## config.mk

```make
export PLATFORM = sky130hd
export DESIGN_NAME = writeback_top
export DESIGN_NICKNAME = d
export VERILOG_FILES = /design/src/rtl/writeback_top.sv
export SDC_FILE = /design/constraint.sdc
export NUM_CORES = 2
export LEC_CHECK = 0
export ABC_AREA = 1
export CAP_MARGIN = 20
export CORE_MARGIN = 5
export CORE_UTILIZATION = 40
export DETAILED_ROUTE_END_ITERATION = 8
export SETUP_SLACK_MARGIN = 0.05
export SYNTH_ARGS = -nofsm -noshare
export SYNTH_HDL_FRONTEND = slang
export SYNTH_SLANG_ARGS = --single-unit
```

## constraint.sdc

```tcl
create_clock -name clk -period 7.7 [get_ports clk]
set_input_delay 1.54 -clock clk [delete_from_list [all_inputs] [get_ports clk]]
set_output_delay 1.54 -clock clk [all_outputs]
set_load 0.01 [all_outputs]
```

## src/rtl/writeback_top.sv

```systemverilog
// writeback_top: final RV32I stage. Holds the MEM/WB stage register, commits
// results into the 32x32 integer register file, serves decode with two
// bypassed read ports plus a WB forwarding port, records the first memory
// exception and keeps the cycle / instret counters.
//
// Flow control: wb_stall is a plain hold with no valid/ready pairing. While it
// is high the stage register, register file, exception record and instret all
// keep their values. csr_cycle keeps counting, and the read bypass and
// forwarding outputs keep reflecting the held stage contents.
module writeback_top #(
    parameter int CNT_W  = 64,
    parameter bit RF_RST = 1'b1
) (
    input  logic             clk,
    input  logic             rst_n,
    input  logic [31:0]      ma_pc,
    input  logic [31:0]      ma_inst,
    input  logic [31:0]      ma_dat,
    input  logic             ma_exc_mis,
    input  logic             ma_exc_oob,
    input  logic             wb_stall,
    input  logic [4:0]       id_rs1_add,
    input  logic [4:0]       id_rs2_add,
    output logic [31:0]      id_rs1_dat,
    output logic [31:0]      id_rs2_dat,
    output logic             id_fwd_we,
    output logic [4:0]       id_fwd_dst,
    output logic [31:0]      id_fwd_dat,
    input  logic             exc_clr,
    output logic             exc_vld,
    output logic [1:0]       exc_cause,
    output logic [31:0]      exc_pc,
    output logic [CNT_W-1:0] csr_cycle,
    output logic [CNT_W-1:0] csr_instret
);

    localparam logic [31:0] BUBBLE    = 32'h0000_0013;
    localparam logic [6:0]  OP_STORE  = 7'b0100011;
    localparam logic [6:0]  OP_BRANCH = 7'b1100011;

    // Stage register. The pc is not captured here: nothing downstream of this
    // stage consumes it, and the exception record samples ma_pc directly.
    logic [31:0] inst_q;
    logic [31:0] dat_q;

    // x0 has no storage; reads of address 0 are forced to zero below.
    logic [31:0] rf [1:31];

    logic [4:0] rd;
    logic [6:0] opcode;
    logic       we_q;
    logic       retire;
    logic       new_exc;

    assign rd      = inst_q[11:7];
    assign opcode  = inst_q[6:0];
    assign retire  = (inst_q != BUBBLE);
    assign new_exc = ma_exc_mis | ma_exc_oob;

    // Write enable of the instruction sitting in the stage register.
    always_comb begin
        we_q = 1'b0;
        if (retire && (opcode != OP_STORE) && (opcode != OP_BRANCH) && (rd != 5'd0)) begin
            we_q = 1'b1;
        end
    end

    // MEM/WB stage register: capture whenever not stalled.
    always_ff @(posedge clk) begin
        if (!rst_n) begin
            inst_q <= BUBBLE;
            dat_q  <= 32'd0;
        end else if (!wb_stall) begin
            inst_q <= ma_inst;
            dat_q  <= ma_dat;
        end
    end

    // Register-file commit; reset optionally clears x1..x31 and always drops the in-flight write.
    always_ff @(posedge clk) begin
        if (!rst_n) begin
            if (RF_RST) begin
                for (int i = 1; i < 32; i++) begin
                    rf[i] <= 32'd0;
                end
            end
        end else if (!wb_stall && we_q) begin
            rf[rd] <= dat_q;
        end
    end

    // Decode read ports with write-through bypass from the stage register.
    always_comb begin
        id_rs1_dat = 32'd0;
        id_rs2_dat = 32'd0;
        if (id_rs1_add != 5'd0) begin
            id_rs1_dat = (we_q && (id_rs1_add == rd)) ? dat_q : rf[id_rs1_add];
        end
        if (id_rs2_add != 5'd0) begin
            id_rs2_dat = (we_q && (id_rs2_add == rd)) ? dat_q : rf[id_rs2_add];
        end
    end

    assign id_fwd_we  = we_q;
    assign id_fwd_dst = rd;
    assign id_fwd_dat = dat_q;

    // Exception record: first exception sticks until cleared; a clear in the
    // same cycle as a new exception lets the new one in.
    always_ff @(posedge clk) begin
        if (!rst_n) begin
            exc_vld   <= 1'b0;
            exc_cause <= 2'b00;
            exc_pc    <= 32'd0;
        end else if (!wb_stall) begin
            if ((!exc_vld || exc_clr) && new_exc) begin
                exc_vld   <= 1'b1;
                exc_cause <= {ma_exc_oob, ma_exc_mis};
                exc_pc    <= ma_pc;
            end else if (exc_clr) begin
                exc_vld   <= 1'b0;
                exc_cause <= 2'b00;
                exc_pc    <= 32'd0;
            end
        end
    end

    // Cycle and retired-instruction counters, both wrapping.
    always_ff @(posedge clk) begin
        if (!rst_n) begin
            csr_cycle   <= '0;
            csr_instret <= '0;
        end else begin
            csr_cycle <= csr_cycle + CNT_W'(1);
            if (!wb_stall && retire) begin
                csr_instret <= csr_instret + CNT_W'(1);
            end
        end
    end

endmodule

```

-- Word-level counts from Yosys, hierarchy flattened
Memory sizes are Yosys's and may differ from the RTL's.
Cells that the tools add are included.
- bitwise operators: 2
- reduce and logical (&&, ||, !) cells: 17
- equality and inequality tests: 5
- add/subtract/negate cells: 2
- mux-type cells: 18
- operator list (operator ; number):
    2-to-1 mux 32 bit ; 7
    adder 64 x 1 -> 64 bit (second input constant) ; 2
    inequality test 32 x 5 -> 1 bit (second input constant) ; 1
    OR reduction 32 bit ; 1
    nonzero test 5 bit ; 3
    equality test 5 bit ; 2
    logical AND 1 bit ; 8
    2-to-1 mux 1 bit ; 8
    inequality test 7 x 6 -> 1 bit (second input constant) ; 1
    inequality test 7 bit (second input constant) ; 1
    2-to-1 mux 5 bit ; 1
    2-to-1 mux 2 bit ; 2
    zero test 1 bit ; 2
    AND reduction 2 bit ; 1
    nonzero test 2 bit ; 1
    logical OR 1 bit ; 1
    NOT 1 bit ; 1
    OR 1 bit ; 1
- output and inout port bits: 265
- input bits: 112
- bits in writable memories: 992
- bits in registers: 227
- memories kept: 1
- memories (memory ; depth ; bits a word ; rd ports ; clocked after memory_dff ; wr ports ; RTL line ; text):
    rf ; 31 ; 32 ; 2 ; 0 ; 31 ; 47 ; logic [31:0] rf [1:31];

-- Depth between registers and ports, before layout
- depth in word-level cells: 11
- gate-level depth with buffers: 14
- depth with buffers taken out: 11

-- Worst setup path after synthesis
No wires, ideal clock.
- kind: input to output
- from: input port id_rs2_add[0]
- to: output port id_rs2_dat[10]
- path slack: 3169 ps
- arrival: 2991 ps
- required time: 6160 ps
- stages on the path: 9
- buffers on the path: 2
- path through: clkbuf_1 -> xnor2_1 -> nand3_1 -> nor3_1 -> nand2_1 -> buf_1 -> nand3_1 -> nand2_1 -> inv_1
- word-level cells in the longest chain between the ends: 4
- elaborated cells between the ends (all ways): 6
- ends and longest elaborated chain (element ; RTL line ; text):
    start: declaration ; 23 ; input logic [4:0] id_rs2_add,
    parallel branches: the longest is 3 deep, another holds memory read (31 x 32 bit) ; -- ;
    2-to-1 mux 32 bit (*) ; 99 ; if (id_rs2_add != 5'd0) begin
    end: declaration ; 25 ; output logic [31:0] id_rs2_dat,
Every way passes the cells marked *.

-- Worst setup path in the final report
- from: register inst_q[7]
- to: output port id_rs1_dat[19]
- word-level cells in the longest chain between the ends: 8
- elaborated cells between the ends (all ways): 10
- ends and longest elaborated chain (element ; RTL line ; text):
    start: declaration ; 43 ; logic [31:0] inst_q;
    start signal: assignment ; 74 ; inst_q <= ma_inst;
    inequality test 32 x 5 -> 1 bit ; 57 ; assign retire = (inst_q != BUBBLE);
    logical AND 1 bit (3 in a row) ; 63 ; if (retire && (opcode != OP_STORE) && (opcode != OP_BRANCH) && (rd != 5'd0)) begin
    2-to-1 mux 1 bit ; 63 ;
    logical AND 1 bit (*) ; 97 ; id_rs1_dat = (we_q && (id_rs1_add == rd)) ? dat_q : rf[id_rs1_add];
    2-to-1 mux 32 bit (*) ; 97 ;
    2-to-1 mux 32 bit (*) ; 96 ; if (id_rs1_add != 5'd0) begin
    end: declaration ; 24 ; output logic [31:0] id_rs1_dat,
Every way passes the cells marked *; elsewhere a longest branch is shown, timed or not.

==> impl_results.md <==
* Power Dens Cells at 211.4 nW/µm²
* Global placement routability congestion at roughly 0.95
* Required time of the critical path at between 6 and 7 ns
* Worst-Margin Slew at between 1 and 1.5 ns
* Drt drc at 0
* Total routed wirelength at approximately 290 mm
* Cts repair resizes at 0
* Post-CTS setup buffers at 0
* Gr ovfl total at 0
* Initial antenna violation count at 2
* Worst R2R Path Depth at 11
* Final worst clock skew at 0.03572 ns
* Post-Layout Cell Count at 11450
* Vias per cell at ~5.7
* CP peak stage delay at between 0.6 and 0.7 ns
* CTS tree: built
* Async set or reset register ratio after synthesis at 0
* Max IR drop VDD at approximately 0.25 mV
* Hold/Removal Path Class: reg2reg
* Cell chain of the critical path: inv_1 -> nand3_2 -> nand2_1 -> clkinv_2 -> buf_4 -> nand2_4 -> buf_4 -> nand3_1 -> nand2_1 -> inv_1 -> clkdlybuf4s50_1
* Synth cell count leaders: nand2_1 (1512), nor2_1 (1298), inv_1 (1044)
* Nets at approximately 9000
* Fill cells at about 17000
* Hold Crit Start: inst_q[6]$_SDFFE_PN0N_
* Tcrit/Tclk final at 0.8524
* Crit path DAT at about 5.0 ns
* Insertion delay to the later sink of the worst-skew pair at a little over 0.8 ns
* Final Max Tran Viols at 0
* Hold path endpoint: inst_q[6]$_SDFFE_PN0N_
* Sequential element share of the synthesized area at 0.5109
* GRT Util Overall at 0.3057
* Synth Area in Adders at 0.0003623
* H-tree Lvls at 4
* Pint at between 10000 and 15000 µW
* Hold-fix buffers at CTS at 0
* Number of setup violations in the final report at 0
* Critical-path top delay cell: dfxtp_1
* Worst rel slew slack at 0.2160
* Crit path max-delay family: buffers and inverters
* Final Critical Period at around 6.6 ns
* RSZ-0062 raised after global routing: false
* Setup TNS at 0 ns
* Layout Utilization at 0.4629
* Row cnt at 152
* Post-synthesis mux area share at 0
* CTS buffer count at between 100 and 150
* Die Y at roughly 430 µm
* Yosys reg bits at between 1000 and 1500
* Inst Count DP at 11180
* Via count of the routed design at around 66000
* Post-Synth Simple-Gate Area at 0.2407
* Yosys warns at 0
* Clock power share at 0.412
* Synth Area in Compound Gates at 0.1426
* Die Area at 181100 µm²
* IO Pins at 377
* Setup CP Type: reg2out
* Area after DPL at 74770 µm²
* Final Hold Vio Count at 0
* First-pass GRT wire length at around 410 mm
* Max-cap viol count at 0
* Switch share at 0.2796
* Reg2reg end: rf[3][3]$_SDFFCE_PN0P_
* First-pass iteration count of the detailed router at 8
* Most numerous cell in the Yosys netlist: nand2_1
* Area grow syn2layout at 15.08%
* Synth unique cells at 35
* Post-synthesis xor/xnor area fraction at 0.005325
* Main synth FF type: edfxtp_1
* Drt initial violations at 8907
* Flop pwr share at 0.455
* EDFF count, synth at between 1000 and 1500
* DP HPWL at ~170 mm
* Net Sw Power at between 4000 and 5000 µW
* Root buffer cell: clkbuf_16
* Final Cell Area at a little under 80000 µm²
* Mapped Cells at 8977
* Routed wire length per instance at 24.99 µm
* Clock tree buffer depth at 3
* Largest family of logic cells by synthesized area: simple AND/OR/NAND/NOR gates
* CP startpoint kind: flip-flop
* Endpoint class of the critical path: output pin
* Post-synth top area cell: edfxtp_1
* Number of buffers and inverters on the critical path at 6
* Clock-pin slew on the worst setup and hold paths at roughly 0.060 ns
* Mapped Area at between 60000 and 70000 µm²
* Largest net degree at the start of global routing at slightly below 200
* Die width at roughly 430 µm
* CP Max Fanout at 36
* Outcome: finished, final reports clean
* ANT nets after route at 0
* Overall Power at 16810 µW
* Slack of the worst reg-to-reg path at approximately 2.7 ns
* Combinational Power Share at 0.133
* Core area at about 170000 µm²
* Yosys top cell area share at 0.4452
* Average cell area after synthesis at 7.695 µm²
* FMAX at 152.4 MHz
* R2R Path Start: inst_q[7]$_SDFFE_PN0N_
* Layout cells sized above 1 at 0.06283
* Hold Path Depth at 2
* Sink Count at roughly 1300
* Port Buffer Count at between 300 and 400
* Vias in the first global route at 62660
* Initial Util at 0.4022
* Synth top area cells: edfxtp_1 (45%), nand2_1 (8.2%), a21oi_1 (7.3%)
* Leak Pwr at 0.03096 µW
[routing by layer]
layer	GRT usage	vias to the layer above	wire length, µm
li1	-	29620	-
met1	0.3763	30880	103700
met2	0.4805	4410	127200
met3	0.06688	881	32300
met4	0.2085	2	22870
met5	0	-	13
[layout make-up]
type	instances	area, µm²	share of cell area
Sequential cell	1251	35290	0.4440
Multi-Input combinational cell	6006	27120	0.3412
Timing Repair Buffer	562	5534	0.06962
Inverter	1050	3991	0.05021
Clock buffer	193	3984	0.05012
Tap cell	2310	2890	0.03636
Clock inverter	74	673.1	0.008468
Antenna cell	1	2.502	0.00003148
[layout by cell type, fill, tap and decap left out, types with 5 or more instances in the layout]
cell type        instances
nand2_1               1480
nor2_1                1293
inv_1                 1039
edfxtp_1              1024
a21oi_1               1001
nand3_1                947
o21ai_0                939
clkdlybuf4s50_1        364
dfxtp_1                227
buf_4                  161
clkbuf_16              149
nor2_2                  60
nand4_1                 47
or2_2                   46
nor3_1                  43
nand2_2                 38
clkbuf_1                35
conb_1                  32
buf_12                  30
xnor2_1                 27
clkinv_2                26
clkinv_1                24
o211ai_1                15
xor2_1                  15
bufinv_16                9
clkbuf_8                 9
inv_6                    6
nor2_4                   5
clkinvlp_4               5
[flip-flops by register name (all words and copies together) (netlist names)]
name and count:
id_fwd_dat 32, csr_instret 64, exc_vld 1, csr_cycle 64
exc_cause 2, rf 1024, inst_q 32, exc_pc 32
[per-stage QoR]
step	worst slack, ns	hold WS, ns
after detailed placement	1.318	0.4483
after CTS	1.182	0.4581
after global placement	1.353	0.4429
after global routing	1.059	0.4724
final	1.136	0.4558
after floorplan	3.169	0.4335
[power by group through the flow]
stage | registers, µW | clock network, µW | logic, µW
after floorplan | 7760 | 0 | 1190
after global placement | 7790 | 0 | 2150
after detailed placement | 7790 | 0 | 2170
after CTS | 7650 | 7010 | 2180
after global routing | 7670 | 7290 | 2360
final | 7650 | 6930 | 2230
[worst min-delay path, cell delays in order, from the launching register on]
cell and delay (ns):
dfxtp_1 0.29, inv_1 0.06, a21oi_1 0.06
[kinds of logic after synthesis]
group	Yosys count
adders and majority gates	2
DFF	1251
buffers and inverters	1751
xor gates and xnor gates	42
other	1
AOI/OAI and AO/OA	1959
and+or+nand+nor	3971
[worst max path at each step]
stage,from,slack (ns),depth (start not counted),end
finish,inst_q[7]$_SDFFE_PN0N_,1.14,11,id_rs1_dat[19]
floorplan,id_rs2_add[0],3.17,9,id_rs2_dat[10]
global route,inst_q[7]$_SDFFE_PN0N_,1.06,12,id_rs1_dat[0]
global placement,id_rs1_add[2],1.35,12,id_rs1_dat[17]
CTS,inst_q[7]$_SDFFE_PN0N_,1.18,10,id_rs2_dat[31]
detailed placement,id_rs1_add[2],1.32,12,id_rs1_dat[17]
No activity file was read; power rests on OpenSTA's default activity.
==> variant: new RTL, same flow settings <==
Change the parameter `CNT_W` from 64 to 96.
--- a/src/rtl/writeback_top.sv
+++ b/src/rtl/writeback_top.sv
@@ -8,7 +8,7 @@
 // keep their values. csr_cycle keeps counting, and the read bypass and
 // forwarding outputs keep reflecting the held stage contents.
 module writeback_top #(
-    parameter int CNT_W  = 64,
+    parameter int CNT_W  = 96,
     parameter bit RF_RST = 1'b1
 ) (
     input  logic             clk,
Interface: changed (resized csr_cycle and csr_instret); port bits go from 377 to 441. The function was not compared with the original's and may differ.
==> variant against the original RTL <==
  * Sequential share of layout area shrank 0.85 points
  * Total power grew 6.3%
  * Global-route usage grew 1.1 points
  * Worst setup slack gained 0.034 ns
  * Area after synthesis grew 4.4%
  * Sequential cell count grew 64
  * Wire length grew 8.5%
  * Cell area grew 5.7%
  * Largest power group unchanged
  * Highest routed layer unchanged
==> variant: results <==
{
  "arrival_ns": 4.99,
  "non_clock_buffer_count": 623,
  "nFillCells": 17470,
  "dp_hpwl_um": 192300,
  "ff_latch_area_um2": 36580,
  "grt_max_degree": 190,
  "clkbuf_count": 194,
  "min-delay-start": "exc_cause[0]",
  "grt_use_met3_pct": 6.778,
  "first_global_vias": 66630,
  "met2_usage_pct": 50.86,
  "clkPwrFrac_pct": 43.0,
  "wl_um": 310400,
  "io_buffer_count": 440,
  "endpoint": "id_rs2_dat[19]",
  "ys_seq_area_share_pct": 50.74,
  "synthTopCellsByArea": "edfxtp_1 43%, nor2_1 11%, o21ai_0 8.8%",
  "gp_congestion": 0.9608,
  "globalRouteTotalUtil_pct": 31.70,
  "synth_xor_area_share_pct": 0.4617,
  "clkCellAreaFrac_pct": 6.191,
  "vdd_drop_max_mv": 0.1673,
  "skew_ns": 0.03710,
  "synth-compound-area-share_pct": 16.29,
  "status": "completed",
  "p_comb_share_pct": 12.1,
  "cp_max_fo": 172,
  "multi_input_area_um2": 29680,
  "met1_usage_pct": 38.65,
  "cts_buffers": 157,
  "fin_hold_ws_ns": 0.4590,
  "reg_top3": "rf x1024, csr_cycle x96, csr_instret x96",
  "diodes": 11,
  "seq_cells": 1315,
  "buffer_area_share_pct": 7.432,
  "worstSetupStartpoint": "id_rs2_add[1]",
  "whs_endpoint": "exc_cause[0]"
}
[variant: cell count changes in the layout (fill, tap and decap cells not counted), moves of 115 or more]
cell | unedited run | this run
o211ai_1 | 15 | 130
nand3_1 | 947 | 501
inv_1 | 1039 | 866
nor2_1 | 1293 | 2133
o21ai_0 | 939 | 1273
a21oi_1 | 1001 | 855
[variant: through the flow]
| stage | util [%] | power, W | setup slack, ns | instances | cell area [um2] |
|---|---|---|---|---|---|
| after CTS | 46.88 | 0.01787 | 1.257 | 12110 | 83820 |
| after global routing | 46.96 | 0.01837 | 1.044 | 12120 | 83980 |
| after detailed placement | 43.97 | 0.01027 | 1.265 | 11830 | 78620 |
| after floorplan | - | 0.009243 | 3.167 | 9558 | 72210 |
| after global placement | 43.90 | 0.01024 | 1.295 | 11820 | 78510 |
| final | 46.97 | 0.01787 | 1.170 | 12130 | 83990 |
